==> config.mk <==
export PLATFORM = sky130hd
export DESIGN_NAME = reduce_gate_pipe
export DESIGN_NICKNAME = d
export VERILOG_FILES = /design/src/rtl/reduce_gate_pipe.sv
export SDC_FILE = /design/constraint.sdc
export NUM_CORES = 1
export LEC_CHECK = 0
export CAP_MARGIN = 15
export CORE_MARGIN = 5
export CORE_UTILIZATION = 51
export CTS_CLUSTER_SIZE = 12
export DETAILED_ROUTE_END_ITERATION = 6
export GPL_ROUTABILITY_DRIVEN = 0
export GPL_TIMING_DRIVEN = 0
export PLACE_DENSITY = 0.9
export SKIP_CTS_REPAIR_TIMING = 1
export SYNTH_ARGS = -nofsm -noshare
export SYNTH_HDL_FRONTEND = slang
export SYNTH_SLANG_ARGS = --single-unit
==> constraint.sdc <==
create_clock -name clk -period 3.9 [get_ports clk]
set_input_delay 0.78 -clock clk [delete_from_list [all_inputs] [get_ports clk]]
set_output_delay 0.78 -clock clk [all_outputs]
set_load 0.1 [all_outputs]
==> src/rtl/reduce_gate_pipe.sv <==
// Pipelined WIDTH-bit reduction gate (OR/AND/XOR/majority) with valid/ready
// handshakes, a 2-entry result buffer and a saturating count of '1' results.
`timescale 1ns/1ps
module reduce_gate_pipe #(
    parameter int WIDTH = 3,
    parameter int CNT_W = 8
) (
    input  logic             clk,
    input  logic             rst,
    input  logic             in_valid,
    output logic             in_ready,
    input  logic [WIDTH-1:0] in_data,
    input  logic [1:0]       in_mode,
    output logic             out_valid,
    input  logic             out_ready,
    output logic             out_y,
    output logic [1:0]       out_mode,
    output logic [CNT_W-1:0] ones_cnt,
    input  logic             cnt_clr
);

    typedef enum logic [1:0] {
        EMPTY = 2'd0,
        ONE   = 2'd1,
        FULL  = 2'd2
    } occ_t;

    occ_t             state;
    occ_t             state_next;
    logic             push;
    logic             pop;
    logic             red_y;
    logic [6:0]       pop_cnt;
    logic [7:0]       pop_x2;
    logic             head_y;
    logic [1:0]       head_mode;
    logic             tail_y;
    logic [1:0]       tail_mode;
    localparam logic [CNT_W-1:0] CNT_MAX = {CNT_W{1'b1}};

    assign in_ready  = (state != FULL);
    assign out_valid = (state != EMPTY);
    assign push      = in_valid && in_ready;
    assign pop       = out_valid && out_ready;
    assign out_y     = head_y;
    assign out_mode  = head_mode;

    always_comb begin
        pop_cnt = '0;
        for (int i = 0; i < WIDTH; i++) begin
            pop_cnt = pop_cnt + 7'(in_data[i]);
        end
    end

    // Majority is strict: an even-WIDTH tie reduces to 0.
    assign pop_x2 = {pop_cnt, 1'b0};

    always_comb begin
        red_y = 1'b0;
        unique case (in_mode)
            2'b00:   red_y = |in_data;
            2'b01:   red_y = &in_data;
            2'b10:   red_y = ^in_data;
            2'b11:   red_y = (pop_x2 > 8'(WIDTH));
            default: red_y = 1'b0;
        endcase
    end

    always_ff @(posedge clk or posedge rst) begin
        if (rst) begin
            state <= EMPTY;
        end else begin
            state <= state_next;
        end
    end

    always_comb begin
        state_next = state;
        unique case (state)
            EMPTY: if (push) state_next = ONE;
            ONE: begin
                if (push && !pop)      state_next = FULL;
                else if (!push && pop) state_next = EMPTY;
            end
            FULL:  if (pop) state_next = ONE;
            default: state_next = EMPTY;
        endcase
    end

    // Head is always the oldest result; tail only holds the second entry when FULL.
    always_ff @(posedge clk or posedge rst) begin
        if (rst) begin
            head_y    <= 1'b0;
            head_mode <= 2'b00;
            tail_y    <= 1'b0;
            tail_mode <= 2'b00;
        end else begin
            unique case (state)
                EMPTY: begin
                    if (push) begin
                        head_y    <= red_y;
                        head_mode <= in_mode;
                    end
                end
                ONE: begin
                    if (push && pop) begin
                        head_y    <= red_y;
                        head_mode <= in_mode;
                    end else if (push) begin
                        tail_y    <= red_y;
                        tail_mode <= in_mode;
                    end
                end
                FULL: begin
                    if (pop) begin
                        head_y    <= tail_y;
                        head_mode <= tail_mode;
                    end
                end
                default: ;
            endcase
        end
    end

    always_ff @(posedge clk or posedge rst) begin
        if (rst) begin
            ones_cnt <= '0;
        end else if (cnt_clr) begin
            ones_cnt <= '0;
        end else if (pop && head_y && (ones_cnt != CNT_MAX)) begin
            ones_cnt <= ones_cnt + 1'b1;
        end
    end

endmodule

Yosys cells after proc, flatten, opt, wreduce, memory -nomap -nowiden. Cells that the tools add are included. W data, S select, Z words.

Add/subtract/negate cells: 3. Order comparisons: 1. Equality and inequality tests: 11. Mux-type cells: 16. Bitwise operators: 1. Reduce and logical (&&, ||, !) cells: 20.

Operator list (number): $mux W8 (2); $mux W2 (7); $pmux W2 S3 (2); $reduce_and A3 Y1 (3); $add A8 B1 Y8 const B (1); $ne A2 B2 Y1 const B (4); $ne A8 B8 Y1 const B (1); $logic_and A1 B1 Y1 (7); $eq A2 B2 Y1 const B (3); $eq A2 B1 Y1 const B (2); $gt A4 B2 Y1 const B (1); $logic_not A2 Y1 (2); $pmux W1 S4 (1); $reduce_and A4 Y1 (1); $reduce_bool A2 Y1 (2); $add A2 B1 Y3 (1); $mux W1 (3); $ne A3 B3 Y1 const B (1); $pmux W1 S3 (1); $reduce_bool A3 Y1 (1); $reduce_or A3 Y1 (1); $reduce_xor A3 Y1 (1); $add A1 B1 Y2 (1); $logic_not A1 Y1 (2); $not A1 Y1 (1).

Register bits: 16. Input port bits: 10. Output and inout bits: 13. Logic and storage cells: 58.

Depth between registers and ports, before layout. Gate-level depths: netlist of the first run.

Depth in word-level cells: 7. Depth in mapped cells: 7. Depth with buffers taken out: 7.

Worst setup path after synthesis of the first run. Ideal clock, no wire load.

Path kind: reg-to-reg. Start point: reg state[0]. End point: reg tail_mode[0]. Setup time: 127 ps. Arrival time: 1962 ps. Required time: 3773 ps. Slack: 1811 ps. Cell stages (with the launch flop): 6. Buffers on the path: 0. Period minus slack after synthesis: 2089 ps. Path through: dfrtp_1 -> or2_1 -> nand2_1 -> ha_1 -> nand2_2 -> mux2_1.

Cells in the longest elaborated chain, start to end: 5. Elaborated cells between the ends (all ways): 8. Classes of those cells: eq/ne (2); bitwise (1); reduce/logical (5).

RTL lines: from (decl) (RTL line 28) `occ_t state;`; from (signal assigned) (RTL line 73) `state <= state_next;`; $reduce_bool A2 Y1 (RTL line 42) `assign out_valid = (state != EMPTY);`; via out_valid (RTL line 14) `output logic out_valid,`; $logic_and A1 B1 Y1 (RTL line 44) `assign pop = out_valid && out_ready;`; $logic_and A1 B1 Y1 (RTL line 106) `if (push && pop) begin`; $not A1 Y1 (no source line); $reduce_and A3 Y1 (no source line); to (signal assigned) (RTL line 111) `tail_mode <= in_mode;`; to (decl) (RTL line 38) `logic [1:0] tail_mode;`.

The timed path passes the listed nets, and every way through them passes these cells. A chain may end at the register's enable or synchronous reset.

Final worst setup path of the first run.
Start point: reg state[0]. End point: out in_ready.

Cells in the longest elaborated chain, start to end: 1.

RTL lines: $ne A2 B2 Y1 (RTL line 41) `assign in_ready = (state != FULL);`; to (decl) (RTL line 11) `output logic in_ready,`.

No other way between the ends.

==> impl_metrics.env, run 1 <==
export IMPL_maxSlewViolCount=0
export IMPL_antenna_found_initial=0
export IMPL_slowest_stage="clkdlybuf4s50_1"
export IMPL_timing_fmax_mhz=335
export IMPL_relSlewSlack=0.351
export IMPL_ff2ff_path_depth=6
export IMPL_synth_edf_count=0
export IMPL_drc_errors=0
export IMPL_p_per_area_mw_per_mm2=660
export IMPL_grt_pass1_vias=766
export IMPL_crit_end="in_ready"
export IMPL_p_sw_frac=0.509
export IMPL_ctsLongestPathBuffers=2
export IMPL_num_fill_cells=132
export IMPL_vias_per_cell=5.34
export IMPL_min_period_over_period=0.766
export IMPL_dp_hpwl_um=1490
export IMPL_status="finished, final reports clean"
export IMPL_netlist_instances=88
export IMPL_cts_root_buf="clkbuf_4"
export IMPL_max_slew_worst_pin_slew_ns=0.971
export IMPL_initial_core_util=0.544
export IMPL_synth_area_leader_cell="dfrtp_1"
export IMPL_drive_gt1_frac=0.106
export IMPL_grt_pass1_wl_um=3370
export IMPL_critical_path_peak_fanout=6
export IMPL_synth_most_common_cell="dfrtp_1"
export IMPL_synthTopCellsByCount="dfrtp_1, nor2_1, ha_1, xor2_1"
export IMPL_internal_power_w=0.000397
export IMPL_h_tree_depth=1
export IMPL_drt_initial_drc_count=11
export IMPL_crit_chain="nand2b_1, buf_2, clkdlybuf4s50_1"
export IMPL_synth_warnings=0
export IMPL_finalSetupViolations=0
export IMPL_ir_drop_v=0.000490
export IMPL_crit_type="reg2out"
export IMPL_syn_to_final_growth_pct=29.2
export IMPL_fin_tns_setup_ns=0
export IMPL_grt_total_usage=0.162
export IMPL_crit_start="state[0]$_DFFE_PP0P_"
export IMPL_grt_max_degree=17
export IMPL_wl_per_cell_um=14.0
export IMPL_diodes=0
export IMPL_dp_cells=134
export IMPL_die_x_um=53.2
export IMPL_nets=131
export IMPL_fin_crit_ns=2.99
export IMPL_fin_worst_skew_ns=0.000574
export IMPL_syn_nets=105
export IMPL_hold_class="reg2reg"
export IMPL_crit_required_ns=3.12
export IMPL_min_path_cells=1
export IMPL_coreArea_mm2=0.00175
export IMPL_synth_area_leaders="dfrtp_1, ha_1, xor2_1"
export IMPL_r2r_start="state[0]$_DFFE_PP0P_"
export IMPL_wirelength_um=1930
export IMPL_ioPinCount=23
export IMPL_cts_tree="yes"
export IMPL_netlist_area_um2=950
export IMPL_pwr_share_seq=0.308
export IMPL_power_net_switching_w=0.000412
export IMPL_synth_top_cell_area_share=0.422
export IMPL_clk_pin_slew_worst_paths_ns=0.10
export IMPL_cts_sinks=16
export IMPL_portBuffers=21
export IMPL_firstDrtPassIters=4
export IMPL_ant_nets=0
export IMPL_rsz0062_at_grt="no"
export IMPL_cpPeakStageDelay_ns=1.16
export IMPL_syn_mean_instance_area_um2=10.8
export IMPL_grt_ovfl_total=0
export IMPL_num_vias=737
export IMPL_synth_cell_types=34
export IMPL_crit_path_start_kind="flip-flop"
export IMPL_ys_ff_latch=16
export IMPL_cp_end_kind="primary output"
export IMPL_p_leak_nw=0.553
export IMPL_pwr_share_clk=0.137
export IMPL_fin_cells=138
export IMPL_seq_area_frac_synth=0.422
export IMPL_arrival_ns=2.21
export IMPL_dieHeight_um=53.2
export IMPL_die_area_mm2=0.00282
export IMPL_rows=15
export IMPL_synth_async_reset_ratio=1.00
export IMPL_reg2reg_setup_slack_ns=2.18
export IMPL_cts_buffers=3
export IMPL_cap_violations=0
export IMPL_clock_latency_ns=0.28
export IMPL_comb_power_share=0.554
export IMPL_hold_violations=0
export IMPL_synthFlopType="dfrtp_1"
export IMPL_rr_endpoint="tail_mode[1]$_DFFE_PP0P_"
==> routing by layer <==
layer  part of all wire  global-route usage
met1               0.45               0.198
met2               0.51               0.285
met3              0.032              0.0394
met4                  0              0.0383
met5                  0                   0
==> worst max-delay path: cells and delay by family (launching register included) <==
kind / cells / cell delay, ns
buf+inv: 2 / 1.35
flops: 1 / 0.45
simple gates: 1 / 0.13
==> power by group through the flow <==
stage / registers, W / clock network (W) / logic (W)
after floorplan: 0.000389 / 0 / 0.000206
after global placement: 0.000248 / 0 / 0.000441
after detailed placement: 0.000251 / 0 / 0.000448
after CTS: 0.000249 / 0.000113 / 0.000451
after global routing: 0.000258 / 0.000121 / 0.000476
final: 0.000250 / 0.000111 / 0.000449
==> worst min-delay path by stage <==
stage / from / endpoint / slack, ns
2_1_floorplan: tail_mode[0]$_DFFE_PP0P_ / tail_mode[0]$_DFFE_PP0P_ / 0.46
3_3_place_gp: tail_mode[1]$_DFFE_PP0P_ / tail_mode[1]$_DFFE_PP0P_ / 0.47
3_5_place_dp: tail_mode[0]$_DFFE_PP0P_ / tail_mode[0]$_DFFE_PP0P_ / 0.49
4_1_cts: tail_y$_DFFE_PP0P_ / tail_y$_DFFE_PP0P_ / 0.51
5_1_grt: tail_mode[0]$_DFFE_PP0P_ / tail_mode[0]$_DFFE_PP0P_ / 0.54
6_report: tail_y$_DFFE_PP0P_ / tail_y$_DFFE_PP0P_ / 0.51
==> per-stage QoR <==
step	hold WS [ns]	worst slack (ns)	utilization	instance area [um^2]	total power, W
after floorplan	0.464	1.81	-	950	0.000595
after global placement	0.473	1.24	0.682	1190	0.000689
after detailed placement	0.487	1.24	0.682	1190	0.000699
after CTS	0.512	0.904	0.703	1230	0.000813
after global routing	0.540	0.820	0.703	1230	0.000855
final	0.514	0.914	0.703	1230	0.000810
==> cell type report <==
class / count / area (um^2) / share of cell area
flip-flops and latches: 16 / 400 / 0.326
repair buffers: 21 / 210 / 0.171
well taps: 25 / 31.3 / 0.0255
clock buffers: 4 / 36.3 / 0.0296
inverters: 5 / 18.8 / 0.0153
multi-input cells: 65 / 522 / 0.425
plain buffers: 2 / 8.76 / 0.00714
==> cell families after synthesis <==
kind of cell | Yosys count | synth area share
and+or+nand+nor | 30 | 0.178
DFF | 16 | 0.422
AOI/OAI and AO/OA | 14 | 0.128
muxes | 8 | 0.0883
buffers and inverters | 7 | 0.0290
adders and majority gates | 7 | 0.100
xor gates and xnor gates | 6 | 0.0553
==> layout by cell type, fill, tap and decap left out <==
master and n:
and2b_2 1, a21oi_1 3, nand4_2 1, mux2i_1 5
nand4_1 1, o211ai_1 2, a211oi_1 1, buf_1 1
o211a_4 1, ha_1 6, clkbuf_8 1, nor3b_1 2
mux2_1 3, and2_1 3, xor2_1 6, or2_1 1
dfrtp_1 16, nand2b_1 1, o21ai_2 1, fa_1 1
inv_1 5, o21ai_0 1, nand4b_1 1, clkbuf_4 3
and3_1 1, nor2_1 10, clkdlybuf4s50_1 21, nand3b_1 2
nand3_1 1, nor3_1 1, nand2_2 1, buf_2 1
o2bb2ai_2 1, nand2_1 3, o21ai_1 1, o2111ai_1 2
a311oi_2 1
==> flip-flops by register name, summed over array words and instances, names as in the netlist <==
| signal | count |
|---|---|
| ones_cnt | 8 |
| out_mode | 2 |
| state | 2 |
| tail_mode | 2 |
| out_y | 1 |
| tail_y | 1 |
Note: power is estimated with default switching activity, not from simulation.
==> run 2: changes to the inputs <==
--- a/config.mk
+++ b/config.mk
@@ -7,12 +7,12 @@
 export LEC_CHECK = 0
 export CAP_MARGIN = 15
 export CORE_MARGIN = 5
-export CORE_UTILIZATION = 51
+export CORE_UTILIZATION = 48
 export CTS_CLUSTER_SIZE = 12
 export DETAILED_ROUTE_END_ITERATION = 6
 export GPL_ROUTABILITY_DRIVEN = 0
 export GPL_TIMING_DRIVEN = 0
-export PLACE_DENSITY = 0.9
+export PLACE_DENSITY = 0.86
 export SKIP_CTS_REPAIR_TIMING = 1
 export SYNTH_ARGS = -nofsm -noshare
 export SYNTH_HDL_FRONTEND = slang
==> constraint.sdc (replaced) <==
create_clock -name clk -period 2.9 [get_ports clk]
set_input_delay 0.58 -clock clk [delete_from_list [all_inputs] [get_ports clk]]
set_output_delay 0.58 -clock clk [all_outputs]
set_load 0.1 [all_outputs]
==> run 2 against run 1 <==
Cell area grew 0.20%. Non-clock buffer count unchanged. Setup slack worse by 0.78 ns. Sequential power rose by 33%. Via count shrank 3.7%. Critical path type unchanged. Sequential cell count did not move. Combinational power increased by 34%. Clock-buffer cell count unchanged. Critical endpoint unchanged. Register-to-register slack worse by 0.98 ns.
==> impl_metrics.env, run 2 (synthesis results as in run 1) <==
export IMPL_status="finished, final reports clean"
export IMPL_dp_hpwl_um=1510
export IMPL_rows=16
export IMPL_firstDrtPassIters=4
export IMPL_relSlewSlack=0.342
export IMPL_timing_fmax_mhz=362
export IMPL_cts_buffers=3
export IMPL_rsz0062_at_grt="no"
export IMPL_ant_nets=0
export IMPL_die_area_mm2=0.00297
export IMPL_p_sw_frac=0.503
export IMPL_initial_core_util=0.494
export IMPL_pwr_share_clk=0.131
export IMPL_fin_cells=140
export IMPL_fin_crit_ns=2.76
export IMPL_drt_initial_drc_count=5
export IMPL_antenna_found_initial=0
export IMPL_cts_sinks=16
export IMPL_placed_cell_area_mm2=0.00119
export IMPL_hold_class="reg2reg"
export IMPL_critical_path_peak_fanout=6
export IMPL_ir_drop_v=0.000845
export IMPL_num_vias=710
export IMPL_hold_violations=0
export IMPL_arrival_ns=2.18
export IMPL_crit_required_ns=2.32
export IMPL_fin_tns_setup_ns=0
export IMPL_crit_type="reg2out"
export IMPL_r2r_start="state[0]$_DFFE_PP0P_"
export IMPL_grt_max_degree=17
export IMPL_ff2ff_path_depth=6
export IMPL_clock_latency_ns=0.28
export IMPL_syn_to_final_growth_pct=29.5
export IMPL_grt_ovfl_total=0
export IMPL_drive_gt1_frac=0.106
export IMPL_wirelength_um=1890
export IMPL_final_common_cell="clkdlybuf4s50_1"
export IMPL_crit_path_start_kind="flip-flop"
export IMPL_ctsLongestPathBuffers=2
export IMPL_p_per_area_mw_per_mm2=874
export IMPL_power_w=0.00108
export IMPL_grt_total_usage=0.148
export IMPL_final_cell_mix="clkdlybuf4s50_1, dfrtp_1, nor2_1"
export IMPL_coreArea_mm2=0.00192
export IMPL_internal_power_w=0.000535
export IMPL_holdCritStartpoint="tail_y$_DFFE_PP0P_"
export IMPL_holdPathEnd="tail_y$_DFFE_PP0P_"
export IMPL_portBuffers=21
export IMPL_cp_end_kind="primary output"
export IMPL_regMostFlops="ones_cnt"
export IMPL_grt_pass1_vias=714
export IMPL_reg2reg_setup_slack_ns=1.20
export IMPL_nets=131
export IMPL_maxSlewViolCount=0
export IMPL_grt_pass1_wl_um=3110
export IMPL_wl_per_cell_um=13.5
export IMPL_vias_per_cell=5.07
export IMPL_drc_errors=0
export IMPL_max_slew_worst_pin_slew_ns=0.984
export IMPL_die_x_um=54.5
export IMPL_p_leak_nw=0.553
export IMPL_dp_cells=136
export IMPL_min_period_over_period=0.952
export IMPL_h_tree_depth=1
export IMPL_fin_worst_skew_ns=0.00321
export IMPL_min_path_cells=1
export IMPL_cts_root_buf="clkbuf_4"
export IMPL_power_net_switching_w=0.000541
export IMPL_clk_pin_slew_worst_paths_ns=0.08
export IMPL_cap_violations=0
export IMPL_comb_power_share=0.560
export IMPL_dieHeight_um=54.5
export IMPL_diodes=0
export IMPL_pwr_share_seq=0.309
export IMPL_ioPinCount=23
export IMPL_rr_endpoint="tail_mode[0]$_DFFE_PP0P_"
export IMPL_largest_reg_flops=8
export IMPL_finalSetupViolations=0
export IMPL_final_area_mm2=0.00123
export IMPL_cts_tree="yes"
==> run 2: cell counts in the layout (fill, tap and decap cells not counted) <==
Identical to the previous run, type by type.
==> run 2: area by class of cell <==
type / count / area, um^2
plain buffers: 2 / 8.76
multi-input cells: 65 / 522
flip-flops and latches: 16 / 400
inverters: 5 / 18.8
clock buffers: 4 / 36.3
repair buffers: 21 / 210
well taps: 27 / 33.8
fillers: 163 / 692
==> run 2: layer usage <==
| layer | GRT usage | up-vias | wire [um] |
|---|---|---|---|
| met5 | 0 | - | 0 |
| met4 | 0.0373 | 0 | 23 |
| met3 | 0.0436 | 2 | 54 |
| met2 | 0.285 | 11 | 991 |
| met1 | 0.154 | 336 | 823 |
| li1 | - | 361 | - |
==> run 2: critical path, cell delays in order, from the launching register on <==
cell and delay [ns]:
dfrtp_1 0.45, nand2b_1 0.12, buf_2 0.17, clkdlybuf4s50_1 1.16
==> run 2: how the worst max path moves through the flow <==
stage	to	cells past startpoint	startpoint
4_1_cts	in_ready	3	state[0]$_DFFE_PP0P_
2_1_floorplan	tail_mode[0]$_DFFE_PP0P_	5	state[0]$_DFFE_PP0P_
3_3_place_gp	in_ready	3	state[0]$_DFFE_PP0P_
5_1_grt	in_ready	3	state[0]$_DFFE_PP0P_
6_report	in_ready	3	state[0]$_DFFE_PP0P_
3_5_place_dp	in_ready	3	state[0]$_DFFE_PP0P_
==> run 2: stage by stage <==
step	hold slack (ns)	util	worst slack [ns]
final	0.503	0.640	0.139
after global routing	0.524	0.640	0.0404
after CTS	0.505	0.640	0.119
after detailed placement	0.485	0.621	0.434
after global placement	0.474	0.621	0.447
after floorplan	0.464	-	0.811
==> run 2: power groups by stage <==
| stage | Combinational, W | Clock (W) | Sequential [W] |
|---|---|---|---|
| 3_5_place_dp | 0.000604 | 0 | 0.000337 |
| 3_3_place_gp | 0.000593 | 0 | 0.000333 |
| 4_1_cts | 0.000606 | 0.000146 | 0.000333 |
| 5_1_grt | 0.000635 | 0.000160 | 0.000342 |
| 6_report | 0.000602 | 0.000141 | 0.000333 |
| 2_1_floorplan | 0.000277 | 0 | 0.000523 |
